[config.mk]
export PLATFORM = sky130hd
export DESIGN_NAME = alu_issue_queue
export DESIGN_NICKNAME = d
export VERILOG_FILES = /design/src/rtl/alu_issue_queue.sv
export SDC_FILE = /design/constraint.sdc
export NUM_CORES = 1
export LEC_CHECK = 0
export BUFFER_PORTS_ARGS = -buffer_cell sky130_fd_sc_hd__buf_4
export CAP_MARGIN = 25
export CORE_MARGIN = 2
export CORE_UTILIZATION = 65
export CTS_CLUSTER_SIZE = 40
export DETAILED_ROUTE_END_ITERATION = 8
export PLACE_DENSITY_LB_ADDON = 0.3
export SLEW_MARGIN = 20
export SYNTH_ARGS = -nofsm -noshare
export SYNTH_HDL_FRONTEND = slang
export SYNTH_SLANG_ARGS = --single-unit
[constraint.sdc]
create_clock -name i_clk -period 22.2 [get_ports i_clk]
set_input_delay 4.44 -clock i_clk [delete_from_list [all_inputs] [get_ports i_clk]]
set_output_delay 4.44 -clock i_clk [all_outputs]
set_load 0.01 [all_outputs]
[src/rtl/alu_issue_queue.sv]
// Request FIFO in front of the registered ALU: accepts {inst,a,b} over
// valid/ready, drops opcode 15 (with a saturating drop counter), and
// issues at most one registered request per cycle while i_issue_en is high.
// Ports: i_clk/i_rst_n; request side i_req_*/o_req_ready; issue side
// i_issue_en/o_alu_*; status o_count/o_full/o_empty/o_drop_cnt.
module alu_issue_queue #(
    parameter int DATA_WIDTH = 32,
    parameter int INST_WIDTH = 4,
    parameter int DEPTH      = 8
) (
    input  logic                        i_clk,
    input  logic                        i_rst_n,
    input  logic                        i_req_valid,
    output logic                        o_req_ready,
    input  logic [DATA_WIDTH-1:0]       i_req_a,
    input  logic [DATA_WIDTH-1:0]       i_req_b,
    input  logic [INST_WIDTH-1:0]       i_req_inst,
    input  logic                        i_issue_en,
    output logic                        o_alu_valid,
    output logic [DATA_WIDTH-1:0]       o_alu_a,
    output logic [DATA_WIDTH-1:0]       o_alu_b,
    output logic [INST_WIDTH-1:0]       o_alu_inst,
    output logic [$clog2(DEPTH):0]      o_count,
    output logic                        o_full,
    output logic                        o_empty,
    output logic [7:0]                  o_drop_cnt
);

    localparam int ADDR_WIDTH = $clog2(DEPTH);
    localparam logic [INST_WIDTH-1:0] INST_ILLEGAL = INST_WIDTH'(15);
    localparam logic [ADDR_WIDTH:0]   FULL_CNT     = (ADDR_WIDTH+1)'(DEPTH);

    typedef struct packed {
        logic [INST_WIDTH-1:0] inst;
        logic [DATA_WIDTH-1:0] a;
        logic [DATA_WIDTH-1:0] b;
    } entry_t;

    entry_t                mem_q [DEPTH];
    logic [ADDR_WIDTH-1:0] wr_ptr_q, wr_ptr_d;
    logic [ADDR_WIDTH-1:0] rd_ptr_q, rd_ptr_d;
    logic [ADDR_WIDTH:0]   count_q, count_d;
    logic                  alu_valid_q, alu_valid_d;
    entry_t                alu_q, alu_d;
    logic [7:0]            drop_cnt_q, drop_cnt_d;

    logic accept, illegal, push, drop, pop;

    // Status is decoded from the count register only, so ready has no
    // combinational dependence on any input.
    assign o_full      = (count_q == FULL_CNT);
    assign o_empty     = (count_q == '0);
    assign o_req_ready = ~o_full;
    assign o_count     = count_q;
    assign o_drop_cnt  = drop_cnt_q;
    assign o_alu_valid = alu_valid_q;
    assign o_alu_a     = alu_q.a;
    assign o_alu_b     = alu_q.b;
    assign o_alu_inst  = alu_q.inst;

    always_comb begin
        accept      = i_req_valid & o_req_ready;
        illegal     = (i_req_inst == INST_ILLEGAL);
        push        = accept & ~illegal;
        drop        = accept & illegal;
        pop         = i_issue_en & ~o_empty;

        wr_ptr_d    = wr_ptr_q;
        rd_ptr_d    = rd_ptr_q;
        count_d     = count_q;
        alu_valid_d = pop;
        alu_d       = alu_q;
        drop_cnt_d  = drop_cnt_q;

        // DEPTH is a power of two, so pointers wrap by natural overflow.
        if (push) wr_ptr_d = wr_ptr_q + 1'b1;
        if (pop) begin
            rd_ptr_d = rd_ptr_q + 1'b1;
            alu_d    = mem_q[rd_ptr_q];
        end

        unique case ({push, pop})
            2'b10:   count_d = count_q + 1'b1;
            2'b01:   count_d = count_q - 1'b1;
            default: count_d = count_q;
        endcase

        if (drop && (drop_cnt_q != 8'hFF)) drop_cnt_d = drop_cnt_q + 8'd1;
    end

    // Storage needs no reset: entries are only visible through the pointers.
    always_ff @(posedge i_clk) begin
        if (push) mem_q[wr_ptr_q] <= '{inst: i_req_inst, a: i_req_a, b: i_req_b};
    end

    always_ff @(posedge i_clk or negedge i_rst_n) begin
        if (!i_rst_n) begin
            wr_ptr_q    <= '0;
            rd_ptr_q    <= '0;
            count_q     <= '0;
            alu_valid_q <= 1'b0;
            alu_q       <= '0;
            drop_cnt_q  <= '0;
        end else begin
            wr_ptr_q    <= wr_ptr_d;
            rd_ptr_q    <= rd_ptr_d;
            count_q     <= count_d;
            alu_valid_q <= alu_valid_d;
            alu_q       <= alu_d;
            drop_cnt_q  <= drop_cnt_d;
        end
    end

endmodule

Word level (Yosys, flattened, before mapping)
Memory sizes are Yosys's and may differ from the RTL's. A register that Yosys moved wholly into a read port is not among the register bits.
Index checks and enable logic that the tools add are counted.
{"block": "word_totals", "regBits": 19, "ramBits": 544, "in_bits": 72, "mem_count": 1}
{"block": "classes", "n_addsub": 5, "n_eq_ne": 5, "n_mux": 3, "n_bitwise": 7, "n_reduce_logical": 4}
{"memory": "mem_q", "depth": 8, "width": 68, "read_ports": 1, "rd_ports_with_merged_regs": 1, "wr": 1, "line": "39", "text": "entry_t mem_q [DEPTH];"}
{"operator": "$add A8 B1 Y8 const B", "n": 1}
{"operator": "$eq A4 B4 Y1 const B", "n": 2}
{"operator": "$ne A8 B8 Y1 const B", "n": 1}
{"operator": "$pmux W4 S2", "n": 1}
{"operator": "$add A3 B1 Y3 const B", "n": 2}
{"operator": "$add A4 B1 Y4 const B", "n": 1}
{"operator": "$and A1 B1 Y1", "n": 4}
{"operator": "$logic_not A4 Y1", "n": 1}
{"operator": "$sub A4 B1 Y4 const B", "n": 1}
{"operator": "$not A1 Y1", "n": 3}
{"operator": "$eq A2 B1 Y1 const B", "n": 1}
{"operator": "$eq A2 B2 Y1 const B", "n": 1}
{"operator": "$mux W1", "n": 2}
{"operator": "$reduce_bool A2 Y1", "n": 1}
{"operator": "$logic_and A1 B1 Y1", "n": 1}
{"operator": "$logic_not A1 Y1", "n": 1}

Logic depth before layout (Yosys ltp)
{"block": "depth", "depth_word": 6, "mapped_depth": 10}

Worst setup path before layout
OpenSTA, ideal clock, no wires.
{"block": "synth_path", "path_type": "input to register", "startpoint": "input port i_req_inst[3]", "endpoint": "memory mem_q[0][0] (netlist name), enable pin", "setup_ps": 662, "arrival_ps": 11379, "required_time_ps": 21538, "setup_slack_ps": 10159, "stages": 4, "n_path_buf": 0, "path_cell_list": "nand4_1 > and3_1 > clkinv_1 > nor4_1"}
{"block": "synth_via", "elab_chain_len": 5}
{"element": "start, declared", "line": "17", "text": "input logic [INST_WIDTH-1:0] i_req_inst,"}
{"element": "$eq A4 B4 Y1", "line": "63", "text": "illegal = (i_req_inst == INST_ILLEGAL);"}
{"element": "$not A1 Y1", "line": "64", "text": "push = accept & ~illegal;"}
{"element": "$and A1 B1 Y1", "line": "64"}
{"element": "$mux W1", "line": "93", "text": "if (push) mem_q[wr_ptr_q] <= '{inst: i_req_inst, a: i_req_a, b: i_req_b};"}
{"element": "$mux W1 (not written as such)", "line": "93"}
{"element": "end, declared", "line": "39"}
Every way passes these cells.

Worst setup path after layout
{"block": "layout_path", "startpoint": "input port i_req_inst[3]", "endpoint": "memory mem_q[5][32] (netlist name), enable pin"}
Same word-level chain as after synthesis.

==> out/metrics.cfg <==
[layout]
finalNonFillerCells = 2025
postLayoutCoreUtil_pct = 75.7
final_layout_size_suffix_gt1_share_pct = 27.4
areaGrowthSynthToFinish_pct = 14.8
nNetsFinal = 1588
antenna_cells = 0

[timing]
setup_viol = 0
drv_slew = 0
clock.fmax_mhz = 156
rsz0062_at_grt = false
relSlewSlack_pct = 30.4
fin_crit_sh_pct = 28.9
min_period_ps = 6410
finClkSkew_ps = 20.8
worst_slew_pin_slew_ps = 1040
fin_setup_tns_ps = 0
hold_viol = 0
timing.hold.ws_ps = 480

[power]
p_leak_uw = 0.00995
power_uw = 3610
ir_worst_vdd_mv = 0.110
powerDensity_nw_per_um2 = 130

[clock_tree]
cts_setup_buffers = 0
postCtsHoldBufs = 0
clk_latency_ps = 600
cts_buffer_depth = 3
cts-root-buf = clkbuf_16
h-tree-depth = 2
cts-resized-gates = 0
clock-sinks = 631
tritoncts = built
cts_buffers = 59
clkTransAtPathRegs_ps = 60

[synth]
synth.most_common_cell = edfxtp_1
synth_commonest_cells = edfxtp_1, mux2_2, mux2i_1, dfrtp_1, nand2_1
yosysTopAreaCell = edfxtp_1
synth_ff_type = edfxtp_1
ys_top_cells_by_area = edfxtp_1, dfrtp_1, mux2_2, mux2i_1, a221o_1
synth_nets = 1423
synth.distinct_cells = 40
synth.avg_cell_area_sq_um = 18.0
synthArstFlopShare_pct = 13.8
synth_edf_count = 544
ys_seq_area_share_pct = 76.7
synthCells = 1344
ys_warn_count = 0
synth_top_area_share_pct = 67.7
syn-cell-area_sq_um = 24100
yosys_register_bits = 631

[global_routing]
grt_max_degree = 139
gr-total-overflow = 0
grt_pass1_wl_mm = 71.9
grt_usage_pct = 24.5
antenna_found_initial = 3
grt_pass1_vias = 12800

[floorplan]
core_sq_um = 36600
fp.dieH_microns = 197
die_w_microns = 197
fp-row-count = 70
die-area_sq_um = 38700
initial_core_util_pct = 65.9
io_pins = 156

[critical_path]
setup.worst_path.start_class = input pin
end_kind = flip-flop
crit_start = i_req_inst[3]
reg2reg_from = o_count[0]
cp.required_ps = 22410
criticalPathCategory = in -> reg
rrSetupSlack_ps = 19070
critPathArrivalTime_ps = 6620
crit_fanout = 51
r2r_cells = 8
r2r_end = o_count[3]
cp-endpoint = mem_q[5][32]

[place]
dp_hpwl_mm = 25.6
port_buffers = 155
dpl.cell_count = 1912
gp_congestion = 0.794

[status]
status = finished, final reports clean

[detailed_routing]
vias = 12500
wl_per_cell_microns = 23.2
firstDrtPassIters = 5
drc_errors = 0
routed_wl_mm = 47.0
drtAntennaViolNets = 0
first_iter_violations = 966
viasPerCell = 6.18

[worst_hold_path]
whs_path_depth = 2
hp-class = reg -> reg
holdCritStartpoint = o_alu_b[14]

[job]
max-cap-violations = 0

-- how the worst min path moves through the flow --
stage	end
after floorplan	o_alu_b[11]
after global placement	o_alu_a[23]
after detailed placement	o_alu_b[10]
after CTS	o_alu_b[5]
after global routing	o_alu_a[12]
final	o_alu_b[14]
-- routing by layer --
| metal | part of all wire [%] | up-vias | track usage, % |
|---|---|---|---|
| met4 | 2.3 | 6 | 7.10 |
| met3 | 6.5 | 84 | 4.98 |
| met2 | 49 | 421 | 40.3 |
| met1 | 43 | 6372 | 34.1 |
| li1 | - | 5641 | - |
| met5 | 0.10 | - | 0 |
-- cell type report --
type | count | area [sq um]
Clock buffer | 79 | 1650
Clock inverter | 30 | 195
Fill cell | 2038 | 8900
Inverter | 11 | 41.3
Multi-Input combinational cell | 627 | 5280
Sequential cell | 631 | 18500
Tap cell | 468 | 586
Timing Repair Buffer | 179 | 1440
-- registers in the layout, indices dropped and copies added, names as in the netlist --
signal and cells:
o_alu_valid 1, mem_q 544, o_alu_b 32, rd_ptr_q 3, o_drop_cnt 8, wr_ptr_q 3, o_count 4, o_alu_inst 4
o_alu_a 32
-- per-stage QoR --
step           cell area, sq um  setup slack [ps]
2_1_floorplan             24100             10160
4_1_cts                   27600             15840
6_report                  27700             15790
5_1_grt                   27700             15700
3_5_place_dp              25800             15220
3_3_place_gp              25700             15320
-- power breakdown --
group	internal (uW)	total (uW)	switching (uW)
Sequential	1510	1620	114
Combinational	467	1040	569
Clock	541	954	413
-- cell families (layout without fill, tap and decap cells) --
group,count (synthesis),count (layout),share of synthesized area [%]
AO/OA/AOI/OAI,211,211,6.21
XOR/XNOR,10,10,0.363
adder cells (fa/ha/maj),7,7,0.394
buffers and inverters,86,299,1.74
flip-flops,631,631,76.7
multiplexers,277,277,12.2
AND/OR/NAND/NOR,122,122,2.34
-- worst max-delay path, stage by stage --
cell and delay (ps):
buf_4 150, nand4_1 140, and3_1 260, nand2_1 240, nor2_4 560, buf_4 790
-- cell usage in the layout (no fill, tap or decap), types with 3 or more instances in the layout --
| master | count |
|---|---|
| clkbuf_8 | 3 |
| nor4_2 | 3 |
| mux2_2 | 139 |
| xnor2_1 | 7 |
| nand2b_1 | 4 |
| xor2_1 | 3 |
| nor2_4 | 4 |
| ha_1 | 6 |
| buf_4 | 172 |
| mux2i_1 | 137 |
| o21ai_0 | 72 |
| clkinv_1 | 9 |
| inv_1 | 9 |
| buf_16 | 3 |
| o22ai_1 | 68 |
| a221o_1 | 68 |
| nand2_1 | 85 |
| dfrtp_1 | 86 |
| edfxtp_1 | 544 |
| clkbuf_1 | 14 |
| nor3_2 | 4 |
| clkinv_2 | 18 |
| clkbuf_16 | 62 |
Note: power is estimated with default switching activity, not from simulation.
